`config.mk`:
```
export PLATFORM = sky130hd
export DESIGN_NAME = fx2_channel_arbiter
export DESIGN_NICKNAME = d
export VERILOG_FILES = /design/src/rtl/fx2_channel_arbiter.sv
export SDC_FILE = /design/constraint.sdc
export NUM_CORES = 1
export LEC_CHECK = 0
export ABC_AREA = 1
export BUFFER_PORTS_ARGS = -buffer_cell sky130_fd_sc_hd__clkbuf_2
export CORE_ASPECT_RATIO = 1.4
export CORE_MARGIN = 3
export CORE_UTILIZATION = 30
export CTS_BUF_LIST = sky130_fd_sc_hd__clkbuf_4 sky130_fd_sc_hd__clkbuf_8 sky130_fd_sc_hd__clkbuf_16
export DETAILED_ROUTE_END_ITERATION = 12
export GPL_TIMING_DRIVEN = 0
export HOLD_SLACK_MARGIN = 0.12
export SYNTH_ARGS = -nofsm -noshare
export SYNTH_HDL_FRONTEND = slang
export SYNTH_SLANG_ARGS = --single-unit
```
`constraint.sdc`:
```
create_clock -name clk -period 3.56 [get_ports clk]
set_input_delay 0.178 -clock clk [delete_from_list [all_inputs] [get_ports clk]]
set_output_delay 0.178 -clock clk [all_outputs]
set_load 0.1 [all_outputs]
```
`src/rtl/fx2_channel_arbiter.sv`:
```
// Round-robin arbiter draining fixed-size channel packets into the single FX2 output stream.
// Optional per-packet header word enabled by defining FX2_ARB_HEADER_EN.
module fx2_channel_arbiter #(
    parameter int NUM_CH     = 4,
    parameter int PKT_WORDS  = 256,
    parameter int GAP_CYCLES = 6
) (
    input  logic                   clk,
    input  logic                   reset,
    input  logic                   enable,
    input  logic [NUM_CH-1:0]      ch_pkt_rdy,
    input  logic [16*NUM_CH-1:0]   ch_data,
    output logic [NUM_CH-1:0]      ch_rd_en,
    input  logic                   fx2_ready,
    output logic [15:0]            out_data,
    output logic                   out_valid,
    output logic                   out_sop,
    output logic                   out_eop,
    output logic [3:0]             grant_ch,
    output logic                   busy
);

    localparam int              CNT_W    = $clog2(PKT_WORDS + 1);
    localparam logic [CNT_W-1:0] PKT_L    = CNT_W'(PKT_WORDS);
    localparam logic [CNT_W-1:0] PKT_LAST = CNT_W'(PKT_WORDS - 1);
    localparam logic [5:0]       GAP_LAST = 6'(GAP_CYCLES - 1);
    localparam logic [4:0]       NUM_CH_L = 5'(NUM_CH);
    localparam logic [3:0]       CH_LAST  = 4'(NUM_CH - 1);

    typedef enum logic [2:0] {
        ST_IDLE,
        ST_ARB,
        ST_XFER,
        ST_GAP
`ifdef FX2_ARB_HEADER_EN
        , ST_HDR
`endif
    } state_t;

    state_t           state_q, state_d;
    logic [3:0]       rr_q, rr_d;
    logic [3:0]       grant_q, grant_d;
    logic [CNT_W-1:0] wcnt_q, wcnt_d;
    logic [5:0]       gap_q, gap_d;
    logic [15:0]      data_q, data_d;
    logic             valid_q, valid_d;
    logic             sop_q, sop_d;
    logic             eop_q, eop_d;
`ifdef FX2_ARB_HEADER_EN
    logic [7:0]       seq_q, seq_d;
`endif

    logic             strobe;
    logic             found;
    logic [3:0]       pick;
    logic [4:0]       idx;
    logic [15:0]      req_ext;
    logic [15:0]      sel_data;

    assign req_ext = 16'(ch_pkt_rdy);

    // Cyclic search for the first requester starting at the rr pointer.
    always_comb begin
        // NOTE: every combinational output gets a default first so no latch is inferred.
        found = 1'b0;
        pick  = rr_q;
        idx   = '0;
        for (int i = 0; i < NUM_CH; i++) begin
            idx = {1'b0, rr_q} + 5'(i);
            if (idx >= NUM_CH_L) idx = idx - NUM_CH_L;
            if (!found && req_ext[idx[3:0]]) begin
                found = 1'b1;
                pick  = idx[3:0];
            end
        end
    end

    always_comb begin
        sel_data = '0;
        for (int k = 0; k < NUM_CH; k++) begin
            if (grant_q == 4'(k)) sel_data = ch_data[16*k +: 16];
        end
    end

    always_comb begin
        state_d = state_q;
        rr_d    = rr_q;
        grant_d = grant_q;
        wcnt_d  = wcnt_q;
        gap_d   = gap_q;
        data_d  = data_q;
        valid_d = 1'b0;
        sop_d   = 1'b0;
        eop_d   = 1'b0;
        strobe  = 1'b0;
`ifdef FX2_ARB_HEADER_EN
        seq_d   = seq_q;
`endif
        unique case (state_q)
            ST_IDLE: begin
                if (enable && (|ch_pkt_rdy)) state_d = ST_ARB;
            end
            ST_ARB: begin
                if (found) begin
                    grant_d = pick;
                    rr_d    = (pick == CH_LAST) ? 4'd0 : pick + 4'd1;
                    wcnt_d  = '0;
`ifdef FX2_ARB_HEADER_EN
                    state_d = ST_HDR;
`else
                    state_d = ST_XFER;
`endif
                end else begin
                    state_d = ST_IDLE;
                end
            end
`ifdef FX2_ARB_HEADER_EN
            ST_HDR: begin
                if (fx2_ready) begin
                    valid_d = 1'b1;
                    sop_d   = 1'b1;
                    data_d  = {4'hA, grant_q, seq_q};
                    seq_d   = seq_q + 8'd1;
                    state_d = ST_XFER;
                end
            end
`endif
            ST_XFER: begin
                strobe = fx2_ready && (wcnt_q < PKT_L);
                if (strobe) begin
                    wcnt_d  = wcnt_q + CNT_W'(1);
                    valid_d = 1'b1;
                    data_d  = sel_data;
`ifndef FX2_ARB_HEADER_EN
                    sop_d   = (wcnt_q == '0);
`endif
                    eop_d   = (wcnt_q == PKT_LAST);
                end
                // The last strobed word is on the output this cycle.
                if (wcnt_q == PKT_L) state_d = ST_GAP;
            end
            ST_GAP: begin
                if (gap_q == GAP_LAST) begin
                    gap_d   = '0;
                    state_d = ST_IDLE;
                end else begin
                    gap_d = gap_q + 6'd1;
                end
            end
            default: state_d = ST_IDLE;
        endcase
    end

    // Read strobe stays low during reset so no FIFO word is lost while aborting.
    always_comb begin
        ch_rd_en = '0;
        for (int k = 0; k < NUM_CH; k++) begin
            ch_rd_en[k] = strobe && !reset && (grant_q == 4'(k));
        end
    end

    // NOTE: sequential state uses non-blocking assignments only; reset is synchronous here.
    always_ff @(posedge clk) begin
        if (reset) begin
            state_q <= ST_IDLE;
            rr_q    <= '0;
            grant_q <= '0;
            wcnt_q  <= '0;
            gap_q   <= '0;
            data_q  <= '0;
            valid_q <= 1'b0;
            sop_q   <= 1'b0;
            eop_q   <= 1'b0;
`ifdef FX2_ARB_HEADER_EN
            seq_q   <= '0;
`endif
        end else begin
            state_q <= state_d;
            rr_q    <= rr_d;
            grant_q <= grant_d;
            wcnt_q  <= wcnt_d;
            gap_q   <= gap_d;
            data_q  <= data_d;
            valid_q <= valid_d;
            sop_q   <= sop_d;
            eop_q   <= eop_d;
`ifdef FX2_ARB_HEADER_EN
            seq_q   <= seq_d;
`endif
        end
    end

    assign out_data  = data_q;
    assign out_valid = valid_q;
    assign out_sop   = sop_q;
    assign out_eop   = eop_q;
    assign grant_ch  = grant_q;
    assign busy      = (state_q != ST_IDLE);

endmodule

```
==> results by group <==
Setup path
  • Worst Reg2Reg Path Length in Cells: 16
  • CP Cell Sequence: inv_1 -> ha_1 -> inv_1 -> ha_1 -> or2_2 -> nand2_1 -> nand2_2 -> nand3_4 -> nor2_1 -> nor2_1 -> nand2_1 -> nand2_1 -> inv_1 -> ha_1 -> o21ai_0 -> a21oi_1
  • Slowest cell on crit path: dfxtp_1
  • Internal reg-to-reg setup slack: approximately 0.49 ns
  • CP Class: reg -> reg
  • CP Launch Type: flip-flop
  • Worst setup EP type: flip-flop
  • Worst-path fanout max: 9
  • Crit-path max cell delay: about 0.54 ns
  • Critical path arrival: 3.24 ns
  • Critical Path RT: ~3.7 ns
  • Worst r2r src: rr_q[1]$_SDFFE_PP0P_
  • Worst R2R End: rr_q[1]$_SDFFE_PP0P_

STA
  • Fin Clk Skew: between 0.006 and 0.007 ns
  • Unrepaired setup endpoints after global routing: false
  • Min cycle time layout: between 3 and 4 ns
  • Worst-Margin Slew: 0.570 ns
  • Final setup viols: 0
  • Final worst path period share: 0.863
  • Final Hold Fails: 0
  • Slew Limit Fails: 0
  • Fmax: 325 MHz
  • Hold WS: 0.130 ns
  • Rel. slew slack: 0.621
  • Setup TNS: 0 ns

Yosys
  • Number of flops mapped to enable cells by yosys: 0
  • Syn Nets: roughly 540
  • Synth area leaders: dfxtp_1 30%, nand2_1 14%, ha_1 9.2%
  • YS warnings: 0
  • Distinct cells, synth: 34
  • Post-synthesis sequential area ratio: 0.296
  • Mapped Avg Cell Area: ~6.6 sq um
  • Mapped Cells: 450
  • Synth top area share: 0.296
  • Synth area leader: dfxtp_1
  • Synth Cell Area: roughly 3000 sq um
  • Main synth FF type: dfxtp_1
  • Synthesized flop and latch total: 44
  • Post-synth ARST share: 0

Place
  • Global placer's final weighted congestion: approximately 0.9
  • Dpl hpwl: 7.28 mm
  • Placed cell areas: ~3600 sq um
  • Number of buffers added on ports: just under 100

Clocking
  • Clock sinks: 44
  • CTS tree: done
  • Clock Tree Buf Depth: 2
  • Worst-path clk slew: about 0.060 ns
  • Hold_buf cts: 0
  • Root Driver: clkbuf_16
  • Setup Fix Bufs, Post-CTS: 0
  • Number of CTS-inserted buffers: 5
  • CTS resizes: 0
  • CTS H-tree depth: 2
  • Later-pin clock latency in the skew report: ~0.29 ns

Die
  • I/O Pins: 100
  • Num rows: 42
  • Die height: between 100 and 150 um
  • Core ar.: about 9600 sq um
  • Die W: around 90 um
  • Initial Util: 0.311
  • Die Area: around 11,000 sq um

Pwr
  • Worst vdd ir: 377 uV
  • Total chip power: 2.76 mW
  • Leakage power: between 1.5 and 2 nW
  • Pwr per Cell Area: a little over 700 nW/um^2

Routing
  • WL/cell: 12.8 um
  • Via Count: ~3.3k
  • DRC: 0
  • Post-route ant nets: 0
  • Vias per cell: around 4.7
  • DRT Wirelength: about 9 mm
  • Drt pass-1 iters: 4
  • Initial DRC count: just over 100

Global route
  • Total grt overflow: 0
  • Number of global-route vias before repair: 3,209
  • Gr usage total: 0.157
  • Largest net degree at the start of global routing: 14
  • Number of antenna violations at the first check in global routing: 0
  • First-pass GRT wire length: roughly 14 mm

Status
  • Status: finished clean

Worst hold path
  • Hold Path End: out_data[11]$_SDFFE_PP0P_
  • Type of the most critical hold path: in -> reg
  • Hold Crit Depth: 3
  • Min-delay src: ch_data[59]

Job
  • Max-cap viol count: 0

Layout
  • NumNets Final: around 650
  • ANT cells: 0
  • Layout area overhead: 28.2%
  • Fillers: ~1.1k
  • Sequential cell area: 881 sq um
  • Fin area: between 3000 and 4000 sq um
  • Share of cells above drive strength 1: 0.237
  • Area of the multi-input gates: roughly 1900 sq um
==> logic make-up after synthesis <==
logic type,share of synthesized area
buffers and inverters,0.0794
adders and majority gates,0.0925
AOI/OAI and AO/OA,0.145
DFF,0.296
xor gates and xnor gates,0.0265
and+or+nand+nor,0.361
==> layout by cell type, fill, tap and decap left out, drive strengths merged, types with 3 or more instances in the layout <==
master and n:
a21oi 28, a31oi 17, buf 7, clkbuf 114, dfxtp 44, ha 22
inv 43, nand2 117, nand3 54, nand4 11, nor2 47, nor3 7
o21ai 27, xnor2 3, xor2 6
==> synth_stat cells (all sizes together) (3+ instances only) <==
master  instances
a21oi          28
a31oi          17
buf             7
clkbuf          9
dfxtp          44
ha             22
inv            43
nand2         117
nand3          54
nand4          11
nor2           47
nor3            7
o21ai          27
xnor2           3
xor2            6
==> how the worst max path moves through the flow <==
stage | endpoint | startpoint | depth (start not counted)
finish | rr_q[1]$_SDFFE_PP0P_ | rr_q[1]$_SDFFE_PP0P_ | 16
global route | rr_q[1]$_SDFFE_PP0P_ | rr_q[1]$_SDFFE_PP0P_ | 16
CTS | rr_q[1]$_SDFFE_PP0P_ | rr_q[1]$_SDFFE_PP0P_ | 16
detailed placement | rr_q[1]$_SDFFE_PP0P_ | rr_q[1]$_SDFFE_PP0P_ | 16
global placement | rr_q[1]$_SDFFE_PP0P_ | rr_q[1]$_SDFFE_PP0P_ | 16
floorplan | ch_rd_en[2] | state_q[0]$_SDFFE_PP0P_ | 8
==> layout make-up <==
type	instances	share of cell area
Buffer	16	0.0187
Clock buffer	7	0.0400
Clock inverter	1	0.00787
Inverter	44	0.0433
Multi-Input combinational cell	346	0.487
Sequential cell	44	0.231
Tap cell	132	0.0433
Timing Repair Buffer	98	0.129
==> registers in the layout (all words and copies together), names as in the netlist <==
name,cells
gap_q,6
out_valid,1
state_q,2
out_eop,1
rr_q,4
wcnt_q,9
out_data,16
grant_ch,4
out_sop,1
==> per-layer routing <==
| metal | track usage | wire length [um] | vias up |
|---|---|---|---|
| li1 | - | - | 1706 |
| met1 | 0.162 | 3530 | 1410 |
| met2 | 0.298 | 4380 | 122 |
| met3 | 0.0411 | 658 | 16 |
| met4 | 0.0728 | 229 | 0 |
| met5 | 0 | 0 | - |
==> through the flow <==
stage                     setup slack [ns]  cells   util
after global routing                 0.266    688  0.399
after CTS                            0.461    688  0.399
final                                0.487    688  0.399
after global placement               0.560    680  0.380
after detailed placement             0.482    680  0.380
after floorplan                     0.0230    450      -
==> worst max-delay path: cells and delay by family (launching register included) <==
family | cells | cell delay (ns)
adders and majority gates | 3 | 0.92
AOI/OAI and AO/OA | 2 | 0.23
DFF | 1 | 0.54
and+or+nand+nor | 8 | 0.92
buffers and inverters | 3 | 0.34
==> power breakdown <==
group | switching, mW | total (mW) | leakage [nW] | internal, mW
sequential | 0.0628 | 0.622 | 0.356 | 0.559
clock | 0.191 | 0.560 | 0.0901 | 0.369
combinational | 1.16 | 1.58 | 1.39 | 0.420
total | 1.41 | 2.76 | 1.84 | 1.35
No activity file was read; power rests on OpenSTA's default activity.
